`config.mk`:
```
export PLATFORM = sky130hd
export DESIGN_NAME = instr_decode_flat
export DESIGN_NICKNAME = d
export VERILOG_FILES = /design/src/rtl/instr_decode_if.sv /design/src/rtl/instr_decode.sv /design/src/flat_wrapper.sv
export SDC_FILE = /design/constraint.sdc
export NUM_CORES = 1
export LEC_CHECK = 0
export BUFFER_PORTS_ARGS = -buffer_cell sky130_fd_sc_hd__buf_2
export CAP_MARGIN = 10
export CELL_PAD_IN_SITES_DETAIL_PLACEMENT = 1
export CELL_PAD_IN_SITES_GLOBAL_PLACEMENT = 2
export CORE_AREA = 2 2 133 135
export CTS_BUF_LIST = sky130_fd_sc_hd__clkbuf_4
export DETAILED_ROUTE_END_ITERATION = 16
export DIE_AREA = 0 0 135 137
export GPL_ROUTABILITY_DRIVEN = 1
export PLACE_DENSITY_LB_ADDON = 0.1
export RECOVER_POWER = 25
export SYNTH_ARGS = -nofsm -noshare
export SYNTH_HDL_FRONTEND = slang
export SYNTH_SLANG_ARGS = --single-unit
export TNS_END_PERCENT = 50
```
`constraint.sdc`:
```
create_clock -name clk -period 5 [get_ports clk]
set_input_delay 0.5 -clock clk [delete_from_list [all_inputs] [get_ports clk]]
set_output_delay 0.5 -clock clk [all_outputs]
set_load 0.005 [all_outputs]
```
`src/rtl/instr_decode_if.sv`:
```
// Fetch-to-decode and decode-to-execute handshake bundle for instr_decode.
// The fetch/execute side drives through master; the decoder sits on slave.
interface instr_decode_if #(
  parameter int unsigned XLEN = 32
);
  logic            in_valid;
  logic [31:0]     in_instr;
  logic [XLEN-1:0] in_pc;
  logic            in_ready;
  logic            flush;
  logic            out_valid;
  logic            out_ready;
  logic [XLEN-1:0] out_pc;
  logic [4:0]      out_rd;
  logic [4:0]      out_rs1;
  logic [4:0]      out_rs2;
  logic [2:0]      out_funct3;
  logic            out_funct7b5;
  logic [XLEN-1:0] out_imm;
  logic [3:0]      out_class;
  logic            out_illegal;
  logic            halted;
  logic [31:0]     dec_count;

  modport master (
    output in_valid, in_instr, in_pc, flush, out_ready,
    input  in_ready, out_valid, out_pc, out_rd, out_rs1, out_rs2, out_funct3,
    input  out_funct7b5, out_imm, out_class, out_illegal, halted, dec_count
  );

  modport slave (
    input  in_valid, in_instr, in_pc, flush, out_ready,
    output in_ready, out_valid, out_pc, out_rd, out_rs1, out_rs2, out_funct3,
    output out_funct7b5, out_imm, out_class, out_illegal, halted, dec_count
  );
endinterface

```
`src/rtl/instr_decode.sv`:
```
// Single-register RV32 decode stage: classifies the opcode, extracts register
// fields and the immediate, and tracks halt and completed-handshake count.
module instr_decode #(
  parameter int unsigned XLEN = 32
) (
  input logic           clk,
  input logic           rst_n,
  instr_decode_if.slave bus
);

  localparam logic [3:0] ClsNone   = 4'd0;
  localparam logic [3:0] ClsLui    = 4'd1;
  localparam logic [3:0] ClsAuipc  = 4'd2;
  localparam logic [3:0] ClsJal    = 4'd3;
  localparam logic [3:0] ClsJalr   = 4'd4;
  localparam logic [3:0] ClsBranch = 4'd5;
  localparam logic [3:0] ClsLoad   = 4'd6;
  localparam logic [3:0] ClsStore  = 4'd7;
  localparam logic [3:0] ClsOpImm  = 4'd8;
  localparam logic [3:0] ClsOp     = 4'd9;
  localparam logic [3:0] ClsSystem = 4'd10;

  logic            valid_q, valid_d;
  logic            halted_q, halted_d;
  logic [31:0]     count_q, count_d;
  logic [XLEN-1:0] pc_q, pc_d;
  logic [4:0]      rd_q, rd_d;
  logic [4:0]      rs1_q, rs1_d;
  logic [4:0]      rs2_q, rs2_d;
  logic [2:0]      funct3_q, funct3_d;
  logic            funct7b5_q, funct7b5_d;
  logic [XLEN-1:0] imm_q, imm_d;
  logic [3:0]      class_q, class_d;
  logic            illegal_q, illegal_d;

  logic [31:0]     instr;
  logic [3:0]      dec_class;
  logic            dec_illegal;
  logic [XLEN-1:0] dec_imm;
  logic            is_halt;
  logic            in_ready;
  logic            accept;
  logic            out_hs;

  assign instr    = bus.in_instr;
  assign is_halt  = (instr == 32'h0000_0000) || (instr == 32'h0000_0073);
  assign in_ready = (!valid_q || bus.out_ready) && !halted_q && !bus.flush;
  assign accept   = bus.in_valid && in_ready;
  // A flush discards the held entry, so it never counts as a delivery.
  assign out_hs   = valid_q && bus.out_ready && !bus.flush;

  always_comb begin
    dec_class   = ClsNone;
    dec_illegal = 1'b0;
    unique case (instr[6:0])
      7'b0110111: dec_class = ClsLui;
      7'b0010111: dec_class = ClsAuipc;
      7'b1101111: dec_class = ClsJal;
      7'b1100111: dec_class = ClsJalr;
      7'b1100011: dec_class = ClsBranch;
      7'b0000011: dec_class = ClsLoad;
      7'b0100011: dec_class = ClsStore;
      7'b0010011: dec_class = ClsOpImm;
      7'b0110011: dec_class = ClsOp;
      7'b1110011: dec_class = ClsSystem;
      default:    dec_illegal = 1'b1;
    endcase
  end

  always_comb begin
    dec_imm = '0;
    unique case (dec_class)
      ClsJalr, ClsLoad, ClsOpImm, ClsSystem:
        dec_imm = {{20{instr[31]}}, instr[31:20]};
      ClsStore:
        dec_imm = {{20{instr[31]}}, instr[31:25], instr[11:7]};
      ClsBranch:
        dec_imm = {{19{instr[31]}}, instr[31], instr[7], instr[30:25], instr[11:8], 1'b0};
      ClsLui, ClsAuipc:
        dec_imm = {instr[31:12], 12'b0};
      ClsJal:
        dec_imm = {{11{instr[31]}}, instr[31], instr[19:12], instr[20], instr[30:21], 1'b0};
      default:
        dec_imm = '0;
    endcase
  end

  always_comb begin
    valid_d    = valid_q;
    halted_d   = halted_q;
    count_d    = count_q;
    pc_d       = pc_q;
    rd_d       = rd_q;
    rs1_d      = rs1_q;
    rs2_d      = rs2_q;
    funct3_d   = funct3_q;
    funct7b5_d = funct7b5_q;
    imm_d      = imm_q;
    class_d    = class_q;
    illegal_d  = illegal_q;

    if (bus.flush) begin
      valid_d = 1'b0;
    end else if (accept) begin
      valid_d    = 1'b1;
      halted_d   = halted_q | is_halt;
      pc_d       = bus.in_pc;
      rd_d       = instr[11:7];
      rs1_d      = instr[19:15];
      rs2_d      = instr[24:20];
      funct3_d   = instr[14:12];
      funct7b5_d = instr[30];
      imm_d      = dec_imm;
      class_d    = dec_class;
      illegal_d  = dec_illegal;
    end else if (out_hs) begin
      valid_d = 1'b0;
    end

    if (out_hs) begin
      count_d = count_q + 32'd1;
    end
  end

  always_ff @(posedge clk) begin
    if (!rst_n) begin
      valid_q    <= 1'b0;
      halted_q   <= 1'b0;
      count_q    <= '0;
      pc_q       <= '0;
      rd_q       <= '0;
      rs1_q      <= '0;
      rs2_q      <= '0;
      funct3_q   <= '0;
      funct7b5_q <= 1'b0;
      imm_q      <= '0;
      class_q    <= '0;
      illegal_q  <= 1'b0;
    end else begin
      valid_q    <= valid_d;
      halted_q   <= halted_d;
      count_q    <= count_d;
      pc_q       <= pc_d;
      rd_q       <= rd_d;
      rs1_q      <= rs1_d;
      rs2_q      <= rs2_d;
      funct3_q   <= funct3_d;
      funct7b5_q <= funct7b5_d;
      imm_q      <= imm_d;
      class_q    <= class_d;
      illegal_q  <= illegal_d;
    end
  end

  assign bus.in_ready     = in_ready;
  assign bus.out_valid    = valid_q;
  assign bus.out_pc       = pc_q;
  assign bus.out_rd       = rd_q;
  assign bus.out_rs1      = rs1_q;
  assign bus.out_rs2      = rs2_q;
  assign bus.out_funct3   = funct3_q;
  assign bus.out_funct7b5 = funct7b5_q;
  assign bus.out_imm      = imm_q;
  assign bus.out_class    = class_q;
  assign bus.out_illegal  = illegal_q;
  assign bus.halted       = halted_q;
  assign bus.dec_count    = count_q;

endmodule

```
`src/flat_wrapper.sv`:
```
// flat-port wrapper written by rule: the top's interface ports become plain ports
module instr_decode_flat 
#(
  parameter int unsigned XLEN = 32
)
  (clk, rst_n, bus_in_valid, bus_in_instr, bus_in_pc, bus_flush, bus_out_ready, bus_in_ready, bus_out_valid, bus_out_pc, bus_out_rd, bus_out_rs1, bus_out_rs2, bus_out_funct3, bus_out_funct7b5, bus_out_imm, bus_out_class, bus_out_illegal, bus_halted, bus_dec_count);
  instr_decode_if #(.XLEN(XLEN)) bus_i ();
  input logic clk;
  input logic rst_n;
  input wire logic [$bits(bus_i.in_valid)-1:0] bus_in_valid;
  input wire logic [$bits(bus_i.in_instr)-1:0] bus_in_instr;
  input wire logic [$bits(bus_i.in_pc)-1:0] bus_in_pc;
  input wire logic [$bits(bus_i.flush)-1:0] bus_flush;
  input wire logic [$bits(bus_i.out_ready)-1:0] bus_out_ready;
  output wire logic [$bits(bus_i.in_ready)-1:0] bus_in_ready;
  output wire logic [$bits(bus_i.out_valid)-1:0] bus_out_valid;
  output wire logic [$bits(bus_i.out_pc)-1:0] bus_out_pc;
  output wire logic [$bits(bus_i.out_rd)-1:0] bus_out_rd;
  output wire logic [$bits(bus_i.out_rs1)-1:0] bus_out_rs1;
  output wire logic [$bits(bus_i.out_rs2)-1:0] bus_out_rs2;
  output wire logic [$bits(bus_i.out_funct3)-1:0] bus_out_funct3;
  output wire logic [$bits(bus_i.out_funct7b5)-1:0] bus_out_funct7b5;
  output wire logic [$bits(bus_i.out_imm)-1:0] bus_out_imm;
  output wire logic [$bits(bus_i.out_class)-1:0] bus_out_class;
  output wire logic [$bits(bus_i.out_illegal)-1:0] bus_out_illegal;
  output wire logic [$bits(bus_i.halted)-1:0] bus_halted;
  output wire logic [$bits(bus_i.dec_count)-1:0] bus_dec_count;
  assign bus_i.in_valid = bus_in_valid;
  assign bus_i.in_instr = bus_in_instr;
  assign bus_i.in_pc = bus_in_pc;
  assign bus_i.flush = bus_flush;
  assign bus_i.out_ready = bus_out_ready;
  assign bus_in_ready = bus_i.in_ready;
  assign bus_out_valid = bus_i.out_valid;
  assign bus_out_pc = bus_i.out_pc;
  assign bus_out_rd = bus_i.out_rd;
  assign bus_out_rs1 = bus_i.out_rs1;
  assign bus_out_rs2 = bus_i.out_rs2;
  assign bus_out_funct3 = bus_i.out_funct3;
  assign bus_out_funct7b5 = bus_i.out_funct7b5;
  assign bus_out_imm = bus_i.out_imm;
  assign bus_out_class = bus_i.out_class;
  assign bus_out_illegal = bus_i.out_illegal;
  assign bus_halted = bus_i.halted;
  assign bus_dec_count = bus_i.dec_count;
  instr_decode #(.XLEN(XLEN)) u_core (.clk(clk), .rst_n(rst_n), .bus(bus_i));
endmodule
```
==> implementation parameters, run 1 <==
Parameter                              Value

Status
  Result of the run    complete, but fails checks
  Failing checks    max-capacitance violations, max-slew violations

Logic synthesis
  Fraction of synthesized cell area taken by the top area cell type    0.485
  Yosys warning total    0
  Mean area per synthesized cell    between 8 and 9 um2
  Distinct cells, synth    53
  Sequential share of the synthesized area    0.485
  Flip-flop and latch count after synthesis    about 120
  EDFF count, synth    0
  Gate count after technology mapping    around 630
  Fraction of registers with async set/reset    0
  Mapped Nets    between 600 and 700
  Most frequent cell after synthesis    nand2_1
  Biggest area consumer among synthesized cells    dfxtp_1
  Predominant post-synthesis flop cell    dfxtp_1
  Post-synthesis instance area    slightly above 5000 um2
  Top cells by instance count after synthesis    nand2_1 (151), dfxtp_1 (122), a21oi_1 (81)
  Ranking of synthesized cells by area    dfxtp_1 (48%), nand2_1 (11%), a21oi_1 (8.0%), nor2_1 (3.6%), xor2_1 (3.5%)

Worst setup path
  Critical Path Max Stage Delay    between 2000 and 2500 ps
  Biggest fanout along the worst timing path    60
  Highest-delay cell along the critical path    clkbuf_1
  Dominant delay contributor by cell family on the critical path    buffers and inverters
  Required arrival time at the worst endpoint    approximately 5300 ps
  Critical path arrival    approximately 4000 ps
  Number of cells traversed by the worst register-to-register path    6
  Critical path, cell by cell    clkbuf_1 -> clkinvlp_2 -> clkbuf_1 -> nor2_1
  Crit path depth    4
  Bufs and invs on worst path    3
  Setup CP Type    in -> reg
  Setup crit start kind    primary input
  Library cell appearing most often on the critical path    clkbuf_1
  Critical path capture point type    register

Power and ir drop
  Clock Power Share    0.393
  Total power after layout    roughly 0.0019 W
  Switching power as a share of total power    0.273
  Leak pwr    2.61 nW
  Power Density    299 nW/um2
  Worst vdd ir    slightly above 0.1 mV
  Combinational share of power    0.084
  Portion of total power attributed to sequential cells    0.523
  Cell internal power dissipation    ~0.0014 W
  Net switching power    between 0.0005 and 0.0006 W

Die
  Number of core rows    48
  Top-Level Pins    192
  Die width    roughly 140 um
  Initial standard-cell utilization of the core    0.295
  Die Area    18500 um2
  Die H    approximately 140 um
  Core Area    between 15000 and 20000 um2

Layout
  Area taken by flip-flops and latches    2440 um2
  Final core utilization    0.375
  Final-layout fill cell count    2162
  Finished Cell Area    ~6400 um2
  Fraction of final layout cells sized beyond drive strength 1    0.229
  Final Net Count    868
  Layout overhead on the synthesized area    27.1%
  Footprint of the multi-input gates    2430 um2

Clock network
  # resized after CTS    0
  CTS Buffer Depth    2
  CTS hold repair buffers    0
  Clock latency at the later pin of the worst-skew pair    540 ps
  CTS tree    done
  Post CTS Setup Buffer Count    0
  Number of buffers created by CTS    17
  H-tree level count    4
  Clock Root Buffer    clkbuf_4
  Clock Pin Slew Worst Setup and Hold Paths    between 100 and 150 ps
  Sink Count    between 100 and 150

GRT
  Pin count of the biggest net entering global routing    76
  Antenna violations before repair    3
  Total global-route track usage    0.188
  Number of global-route vias before repair    between 5000 and 6000
  Global-route wire length before repair    ~27000 um
  Grt ovf    0

Detailed routing
  Iteration-0 DRC Markers    roughly 190
  Final wirelength    around 17000 um
  Antenna viol nets, final    0
  Detailed-routing iteration count for the pre-antenna-repair pass    4
  Number of remaining DRC errors    0
  Vias per Instance    ~4.9
  Vias    between 5000 and 6000
  Wirelength per Cell    approximately 17 um

Worst hold path
  Worst hold stages    2
  Classification of the worst-slack hold path    in -> reg

Timing
  Number of max-slew violations in the final report    between 100 and 150
  Worst slew margin    -0.858
  Final setup violation count    0
  Max Clock Skew    between 10 and 15 ps
  Highest clock frequency the design can meet    around 270 MHz
  Final setup TNS    0 ps
  Final period utilization    0.731
  Setup repair after global routing missed its margin    no
  Number of hold-slack violations in the final timing report    0
  Minimum period implied by the final worst setup slack    around 3700 ps
  Worst-Margin Slew    between 2000 and 3000 ps

Place
  Number of port buffers    191
  Half-perimeter wire length after detailed placement    ~13000 um
  Routability congestion estimate    approximately 0.79
  Placed cell area    6150 um2

Flow run
  Max_cap viols    2
-- metal layers --
layer,wire length (um),up-vias,part of all wire,global-route usage
met3,826,26,0.047,0.0485
met1,7490,2423,0.43,0.229
met5,13,-,0.00075,0
met2,8790,115,0.50,0.320
li1,-,2488,-,-
met4,285,2,0.016,0.0712
-- cell usage in the layout (no fill, tap or decap), types with 2 or more instances in the layout --
cell / instances
diode_2: 2
inv_1: 6
o32ai_1: 3
buf_2: 146
o21ai_1: 11
a21o_1: 8
and3_1: 8
nor2_1: 48
and2_1: 5
clkinvlp_4: 2
xnor2_1: 11
a21oi_1: 81
nor2b_1: 3
nor3_1: 4
clkinv_2: 3
nand3b_1: 2
mux2i_1: 2
nand3_1: 17
o21ai_0: 12
and4_1: 3
o21a_1: 2
xor2_1: 20
bufinv_16: 3
o22ai_1: 2
or3_1: 4
nand4b_1: 3
nand2_1: 151
clkbuf_1: 46
dfxtp_1: 122
nor4_1: 9
clkinv_4: 5
nand4_1: 14
clkbuf_4: 17
a22oi_1: 10
-- sequential cells by signal, indices dropped and copies added (netlist names) --
| signal | count |
|---|---|
| u_core.bus.out_rd | 5 |
| u_core.bus.out_pc | 32 |
| u_core.bus.halted | 1 |
| u_core.bus.out_class | 4 |
| u_core.bus.out_funct3 | 3 |
| u_core.bus.dec_count | 32 |
| u_core.bus.out_funct7b5 | 1 |
| u_core.bus.out_illegal | 1 |
| u_core.bus.out_rs1 | 5 |
| u_core.bus.out_valid | 1 |
| u_core.bus.out_rs2 | 5 |
| u_core.bus.out_imm | 32 |
-- final cells by class --
| class | instances | area share |
|---|---|---|
| Tap cell | 225 | 0.0440 |
| Inverter | 7 | 0.00430 |
| Clock inverter | 15 | 0.0275 |
| Sequential cell | 122 | 0.381 |
| Multi-Input combinational cell | 457 | 0.380 |
| Antenna cell | 2 | 0.000782 |
| Clock buffer | 17 | 0.0199 |
| Timing Repair Buffer | 193 | 0.142 |
-- kinds of logic after synthesis --
family / after synthesis / synth area share
and+or+nand+nor: 284 / 0.261
AOI/OAI and AO/OA: 139 / 0.157
DFF: 122 / 0.485
buffers and inverters: 46 / 0.0365
xor gates and xnor gates: 31 / 0.0539
muxes: 2 / 0.00397
adders and majority gates: 1 / 0.00248
-- metrics by stage --
stage / instances / hold WS (ps) / worst slack, ps
floorplan: 625 / 444 / 3130
global placement: 1004 / 440 / 1890
detailed placement: 1004 / 445 / 1740
CTS: 1036 / 113 / 1990
global route: 1037 / 122 / 935
finish: 1038 / 164 / 1340
-- power by group through the flow --
| stage | clock network (W) | logic [W] | registers [W] |
|---|---|---|---|
| floorplan | 0 | 0.0000767 | 0.00103 |
| global placement | 0 | 0.000165 | 0.00102 |
| detailed placement | 0 | 0.000169 | 0.00102 |
| CTS | 0.000783 | 0.000169 | 0.00100 |
| global route | 0.000826 | 0.000181 | 0.00101 |
| finish | 0.000753 | 0.000162 | 0.00100 |
-- worst reg2reg max path: cells and delay by family, from the launching register on --
family / cells / cell delay (ps)
buffers and inverters: 1 / 290
DFF: 1 / 440
AOI/OAI and AO/OA: 2 / 820
and+or+nand+nor: 3 / 1290
-- path summary, 6_finish.rpt --
kind                            slack, ps                      from                        to
worst max-delay path                 1340                     rst_n   u_core.bus.dec_count[3]
worst min-delay path                  160                 bus_flush      u_core.bus.out_valid
worst max register to register       1990      u_core.bus.out_valid    u_core.bus.out_imm[20]
worst min register to register        460  u_core.bus.out_funct3[1]  u_core.bus.out_funct3[1]
(Power assumes the default switching activity.)
==> inputs of run 2 (changes only) <==
Settings changed: CORE_AREA 2 2 133 135 to 2 2 145 147, DIE_AREA 0 0 135 137 to 0 0 147 149.
Clock period 5 ns to 3.15 ns, I/O delays scaled along.
==> run 2 against run 1 <==
Net effect:
- the run still ends with max-capacitance violations, max-slew violations left
- global-route usage shrank 1.9 points
- critical path depth grew 2
- register-to-register slack got worse by 1300 ps
- clock skew up 1.5 ps
- clock-buffer cell count rose by 2
- die area up 18%
- sequential power up 59%
- critical endpoint is now u_core.bus.out_imm[3]
- largest cell class unchanged
- largest power group unchanged
==> implementation parameters, run 2 (synthesis gave the netlist of run 1 again) <==
Parameter                              Value

Detailed routing
  Vias    5260 (was 5054)
  Vias per Instance    4.65 (was 4.87)
  Wirelength per Cell    16.5 um (was 16.8 um)
  Iteration-0 DRC Markers    167 (was 186)
  Antenna viol nets, final    0 (unchanged)
  Final wirelength    18700 um (was 17400 um)
  Number of remaining DRC errors    0 (unchanged)
  Detailed-routing iteration count for the pre-antenna-repair pass    4 (unchanged)

Place
  Cell total after placement    1061 (was 1004)
  Half-perimeter wire length after detailed placement    13300 um (was 12600 um)
  Number of port buffers    191 (unchanged)
  Routability congestion estimate    0.812 (was 0.785)

Timing
  Number of max-slew violations in the final report    70 (was 108)
  Highest clock frequency the design can meet    between 400 and 500 MHz
  Worst-Margin Slew    1610 ps (was 2790 ps)
  Setup repair after global routing missed its margin    no (unchanged)
  Max Clock Skew    16.0 ps (was 14.5 ps)
  Final period utilization    0.769
  Minimum period implied by the final worst setup slack    2420 ps
  Final setup violation count    0 (unchanged)
  Final setup TNS    0 ps (unchanged)
  Worst slew margin    -0.0761 (was -0.858)
  Number of hold-slack violations in the final timing report    0 (unchanged)

Die
  Number of core rows    53 (was 48)
  Die width    147 um (was 135 um)
  Top-Level Pins    192 (unchanged)
  Initial standard-cell utilization of the core    0.245 (was 0.295)
  Die Area    21900 um2 (was 18500 um2)
  Core Area    20600 um2 (was 17100 um2)
  Die H    149 um (was 137 um)

Clock network
  Clock latency at the later pin of the worst-skew pair    530 ps (was 540 ps)
  # resized after CTS    0 (unchanged)
  H-tree level count    4 (unchanged)
  Clock Pin Slew Worst Setup and Hold Paths    110 ps (was 120 ps)
  Sink Count    122 (unchanged)
  Post CTS Setup Buffer Count    0 (unchanged)
  CTS Buffer Depth    2 (unchanged)
  CTS tree    done (unchanged)
  Number of buffers created by CTS    17 (unchanged)
  Clock Root Buffer    clkbuf_4 (unchanged)

GRT
  Pin count of the biggest net entering global routing    70 (was 76)
  Grt ovf    0 (unchanged)
  Total global-route track usage    0.169 (was 0.188)
  Antenna violations before repair    2 (was 3)
  Global-route wire length before repair    29000 um (was 27100 um)
  Number of global-route vias before repair    5288 (was 5001)

Worst setup path
  Capture point of the worst reg-to-reg path    u_core.bus.out_imm[3] (was u_core.bus.out_imm[20])
  Critical path, cell by cell    or2b_1 -> and3_2 -> o21ai_1 -> buf_4 -> or2_0 -> o21ai_0 (was clkbuf_1 -> clkinvlp_2 -> clkbuf_1 -> nor2_1)
  Setup crit start kind    register (was primary input)
  Setup CP Type    reg -> reg (was in -> reg)
  Biggest fanout along the worst timing path    16 (was 60)
  Number of cells traversed by the worst register-to-register path    6 (unchanged)
  R2r setup slk    730 ps (was 1990 ps)
  Startpoint of the lowest-slack register-to-register path    u_core.bus.out_valid (unchanged)
  Critical path arrival    2800 ps (was 3980 ps)
  Highest-delay cell along the critical path    or2_0 (was clkbuf_1)
  Required arrival time at the worst endpoint    3530 ps (was 5320 ps)
  Critical Path Max Stage Delay    740 ps (was 2040 ps)
  Critical path capture point type    register (unchanged)

Layout
  Most common library cell in the layout ignoring fill and taps    buf_2 (was nand2_1)
  Fraction of final layout cells sized beyond drive strength 1    0.231 (was 0.229)
  Final Net Count    913 (was 868)
  Post-route insts no fill    1131 (was 1038)
  Layout overhead on the synthesized area    35.4% (was 27.1%)
  Leading cell types in the layout, fill and taps excluded    buf_2 (155), nand2_1 (151), dfxtp_1 (122) (was nand2_1 (151), buf_2 (146), dfxtp_1 (122))
  Final core utilization    0.332 (was 0.375)
  Final-layout fill cell count    2580 (was 2162)

Worst hold path
  Worst hold stages    3 (was 2)
  Worst Hold Endpoint    u_core.bus.out_imm[5] (was u_core.bus.out_valid)
  Classification of the worst-slack hold path    in -> reg (unchanged)
  Critical hold path startpoint    bus_in_instr[25] (was bus_flush)

Power and ir drop
  Total power after layout    0.00287 W (was 0.00192 W)
  Worst vdd ir    0.154 mV (was 0.104 mV)
  Power Density    420 nW/um2 (was 299 nW/um2)
  Leak pwr    2.80 nW (was 2.61 nW)

Flow run
  Max_cap viols    1 (was 2)

Status
  Failing checks    max-capacitance violations, max-slew violations (unchanged)
  Result of the run    complete, but fails checks (unchanged)
==> run 2: critical path: cells and delay by family, from the launching register on <==
kind,cells,cell delay [ps]
AO/OA/AOI/OAI,2,320
buffers and inverters,1,210
flip-flops,1,440
AND/OR/NAND/NOR,3,1310
==> run 2: worst max path at each step <==
stage,end,depth (start not counted),from,slack [ps]
final,u_core.bus.out_imm[3],6,u_core.bus.out_valid,730
after global routing,u_core.bus.out_imm[2],6,u_core.bus.out_valid,470
after CTS,u_core.bus.out_imm[3],6,u_core.bus.out_valid,710
after detailed placement,u_core.bus.out_imm[3],7,bus_in_instr[2],630
after global placement,u_core.bus.out_imm[4],7,bus_in_instr[2],770
after floorplan,u_core.bus.dec_count[31],5,u_core.bus.out_valid,1450
==> run 2: through the flow <==
| step | hold WS (ps) | worst slack (ps) | area [um2] |
|---|---|---|---|
| after global placement | 437 | 767 | 6260 |
| after global routing | 7.19 | 469 | 6830 |
| after detailed placement | 442 | 630 | 6260 |
| after CTS | 1.00 | 711 | 6870 |
| after floorplan | 393 | 1450 | 5040 |
| final | 53.9 | 727 | 6830 |
==> run 2: where the power goes <==
| part | switching, W | leakage [nW] | total [W] | internal [W] |
|---|---|---|---|---|
| clock | 0.000590 | 0.120 | 0.000974 | 0.000384 |
| sequential | 0.0000167 | 0.989 | 0.00159 | 0.00157 |
| combinational | 0.000178 | 1.69 | 0.000302 | 0.000124 |
==> run 2: area by class of cell <==
cell class,count,area [um2],share of cell area
multi-input cells,457,2430,0.356
flip-flops and latches,122,2440,0.358
diodes,2,5.00,0.000733
inverters,7,27.5,0.00403
clock buffers,19,143,0.0209
clock inverters,11,82.6,0.0121
well taps,275,344,0.0504
repair buffers,238,1350,0.198
==> run 2: timing repair <==
action,4_1_cts,5_1_grt
setup endpoints to repair,0,0
hold endpoints to repair,38,0
hold buffers,38,0
==> run 2: per-layer routing <==
metal | vias up | global-route usage | part of all wire
met4 | 0 | 0.0596 | 0.017
met2 | 128 | 0.285 | 0.50
li1 | 2574 | - | -
met5 | - | 0 | 0
met1 | 2535 | 0.210 | 0.43
met3 | 23 | 0.0456 | 0.053
==> inputs of run 3 (changes only) <==
Settings changed: ABC_AREA set to 1, CORE_AREA 2 2 145 147 to 2 2 149 151, DIE_AREA 0 0 147 149 to 0 0 151 153.
Clock period 3.15 ns to 2.4 ns, I/O delays scaled along.
==> run 3 against run 2 <==
Net effect:
- the run now ends clean
- register-to-register slack worse by 370 ps
- die area up 5.5%
- combinational power rose by 57%
- final cell count up 22%
- power is 43% higher
- synthesized cell count rose by 35%
- area after synthesis rose by 13%
- worst setup slack got worse by 370 ps
- largest power group unchanged
- highest routed layer unchanged
==> implementation parameters, run 3 <==
Parameter                              Value

Worst setup path
  Critical path, cell by cell    inv_1 -> nor2_1 -> inv_1 -> nand2_1 -> nor2_4 -> inv_2 -> buf_4 -> nor2_1 -> nor2_1 -> dlygate4sd3_1 (was or2b_1 -> and3_2 -> o21ai_1 -> buf_4 -> or2_0 -> o21ai_0)
  Critical path capture point type    register (unchanged)
  Required arrival time at the worst endpoint    2890 ps (was 3530 ps)
  Setup CP Type    reg -> reg (unchanged)
  Biggest fanout along the worst timing path    49 (was 16)
  Setup crit start kind    register (unchanged)
  Critical Path Max Stage Delay    550 ps (was 740 ps)
  Highest-delay cell along the critical path    dlygate4sd3_1 (was or2_0)
  Library cell appearing most often on the critical path    nor2_1
  Critical path arrival    2540 ps (was 2800 ps)

Place
  Half-perimeter wire length after detailed placement    15500 um (was 13300 um)
  Number of port buffers    191 (unchanged)
  Routability congestion estimate    0.772 (was 0.812)

Timing
  Minimum period implied by the final worst setup slack    2040 ps (was 2420 ps)
  Worst-Margin Slew    653 ps (was 1610 ps)
  Final setup TNS    0 ps (unchanged)
  Worst slew margin    0.564 (was -0.0761)
  Highest clock frequency the design can meet    489 MHz (was 413 MHz)
  Max Clock Skew    18.9 ps (was 16.0 ps)
  Setup repair after global routing missed its margin    no (unchanged)
  Final period utilization    0.851 (was 0.769)
  Number of hold-slack violations in the final timing report    0 (unchanged)
  Number of max-slew violations in the final report    0 (was 70)
  Final setup violation count    0 (unchanged)

Logic synthesis
  Flip-flop and latch count after synthesis    122 (unchanged)
  Biggest area consumer among synthesized cells    dfxtp_1 (unchanged)
  Top cells by instance count after synthesis    nand2_1 (216), nor2_1 (186), dfxtp_1 (122) (was nand2_1 (151), dfxtp_1 (122), a21oi_1 (81))
  Ranking of synthesized cells by area    dfxtp_1 (43%), nand2_1 (14%), nor2_1 (12%), a21oi_1 (5.4%), o21ai_0 (5.4%) (was dfxtp_1 (48%), nand2_1 (11%), a21oi_1 (8.0%), nor2_1 (3.6%), xor2_1 (3.5%))
  Distinct cells, synth    33 (was 53)
  Mapped Nets    913 (was 695)
  Mean area per synthesized cell    6.78 um2 (was 8.06 um2)
  EDFF count, synth    0 (unchanged)
  Most frequent cell after synthesis    nand2_1 (unchanged)
  Yosys warning total    0 (unchanged)
  Fraction of registers with async set/reset    0 (unchanged)
  Fraction of synthesized cell area taken by the top area cell type    0.428 (was 0.485)
  Predominant post-synthesis flop cell    dfxtp_1 (unchanged)
  Post-synthesis instance area    5710 um2 (was 5040 um2)
  Sequential share of the synthesized area    0.428 (was 0.485)
  Gate count after technology mapping    843 (was 625)

Layout
  Fraction of final layout cells sized beyond drive strength 1    0.213 (was 0.231)
  Final core utilization    0.362 (was 0.332)
  Final Net Count    1154 (was 913)
  Most common library cell in the layout ignoring fill and taps    nand2_1 (was buf_2)
  Final-layout fill cell count    2800 (was 2580)
  Leading cell types in the layout, fill and taps excluded    nand2_1 (216), nor2_1 (186), buf_2 (150) (was buf_2 (155), nand2_1 (151), dfxtp_1 (122))
  Layout overhead on the synthesized area    36.2% (was 35.4%)
  Footprint of the multi-input gates    2900 um2 (was 2430 um2)
  Area taken by flip-flops and latches    2440 um2 (unchanged)

GRT
  Number of global-route vias before repair    6460 (was 5288)
  Antenna violations before repair    3 (was 2)
  Total global-route track usage    0.189 (was 0.169)
  Grt ovf    0 (unchanged)
  Global-route wire length before repair    34300 um (was 29000 um)
  Pin count of the biggest net entering global routing    93 (was 70)

Die
  Number of core rows    54 (was 53)
  Top-Level Pins    192 (unchanged)
  Die Area    23100 um2 (was 21900 um2)
  Initial standard-cell utilization of the core    0.266 (was 0.245)
  Core Area    21500 um2 (was 20600 um2)
  Die H    153 um (was 149 um)
  Die width    151 um (was 147 um)

Status
  Result of the run    finished clean (was complete, but fails checks)

Clock network
  Clock Root Buffer    clkbuf_4 (unchanged)
  CTS tree    done (unchanged)
  CTS hold repair buffers    61 (was 38)
  Clock latency at the later pin of the worst-skew pair    540 ps (was 530 ps)
  # resized after CTS    0 (unchanged)
  Post CTS Setup Buffer Count    0 (unchanged)
  CTS Buffer Depth    2 (unchanged)
  H-tree level count    4 (unchanged)
  Clock Pin Slew Worst Setup and Hold Paths    140 ps (was 110 ps)
  Sink Count    122 (unchanged)
  Number of buffers created by CTS    17 (unchanged)

Detailed routing
  Vias per Instance    4.48 (was 4.65)
  Vias    6178 (was 5260)
  Final wirelength    21300 um (was 18700 um)
  Number of remaining DRC errors    0 (unchanged)
  Iteration-0 DRC Markers    181 (was 167)
  Antenna viol nets, final    0 (unchanged)
  Wirelength per Cell    15.4 um (was 16.5 um)
  Detailed-routing iteration count for the pre-antenna-repair pass    4 (unchanged)

Power and ir drop
  Worst vdd ir    0.234 mV (was 0.154 mV)
  Power Density    529 nW/um2 (was 420 nW/um2)
  Leak pwr    3.41 nW (was 2.80 nW)

Worst hold path
  Classification of the worst-slack hold path    in -> reg (unchanged)

Flow run
  Max_cap viols    0 (was 1)
[run 3: power breakdown]
group | total [W] | switching, W | internal, W
Sequential | 0.00212 | 0.0000318 | 0.00209
Combinational | 0.000474 | 0.000265 | 0.000209
Clock | 0.00151 | 0.000955 | 0.000559
Total | 0.00411 | 0.00125 | 0.00286
[run 3: per-stage QoR]
stage	worst slack (ps)	power, W	area (um2)	cells	hold slack [ps]
floorplan	866	0.00236	5710	843	318
global placement	648	0.00258	6940	1284	447
detailed placement	565	0.00258	6940	1284	452
CTS	346	0.00421	7830	1377	11.7
global route	146	0.00437	7780	1379	23.5
finish	357	0.00411	7780	1380	73.0
[run 3: path summary, 6_finish.rpt]
path,slack (ps),end,startpoint,cells past startpoint
hold reg to reg,470,u_core.bus.out_imm[2],u_core.bus.out_imm[2],2
setup / recovery,360,u_core.bus.out_pc[21],u_core.bus.out_valid,10
hold / removal,70,u_core.bus.out_pc[3],rst_n,3
setup reg to reg,360,u_core.bus.out_pc[21],u_core.bus.out_valid,10
[run 3: logic make-up (layout without fill, tap and decap cells)]
family	count (synthesis)	in the layout	synth area share
AOI/OAI and AO/OA	141	141	0.133
other	0	3	0
adders and majority gates	1	1	0.00219
and+or+nand+nor	471	471	0.344
DFF	122	122	0.428
xor gates and xnor gates	19	19	0.0291
buffers and inverters	89	343	0.0644
[run 3: worst max-delay path, delay by kind of cell, from the launching register on]
kind                   cells  cell delay, ps
buffers and inverters      5            1160
AND/OR/NAND/NOR            5             440
flip-flops                 1             390
[run 3: final cells by class]
| class | count | share of cell area |
|---|---|---|
| repair buffers | 261 | 0.206 |
| clock buffers | 17 | 0.0164 |
| multi-input cells | 632 | 0.373 |
| flip-flops and latches | 122 | 0.314 |
| diodes | 3 | 0.000965 |
| well taps | 280 | 0.0450 |
| clock inverters | 15 | 0.0201 |
| inverters | 50 | 0.0241 |
[run 3: layer usage]
layer  track usage  vias up  part of all wire
met5             0        -                 0
met4        0.0396        0             0.010
met3        0.0594       12             0.055
met2         0.337      119              0.51
met1         0.222     2893              0.42
li1              -     3154                 -
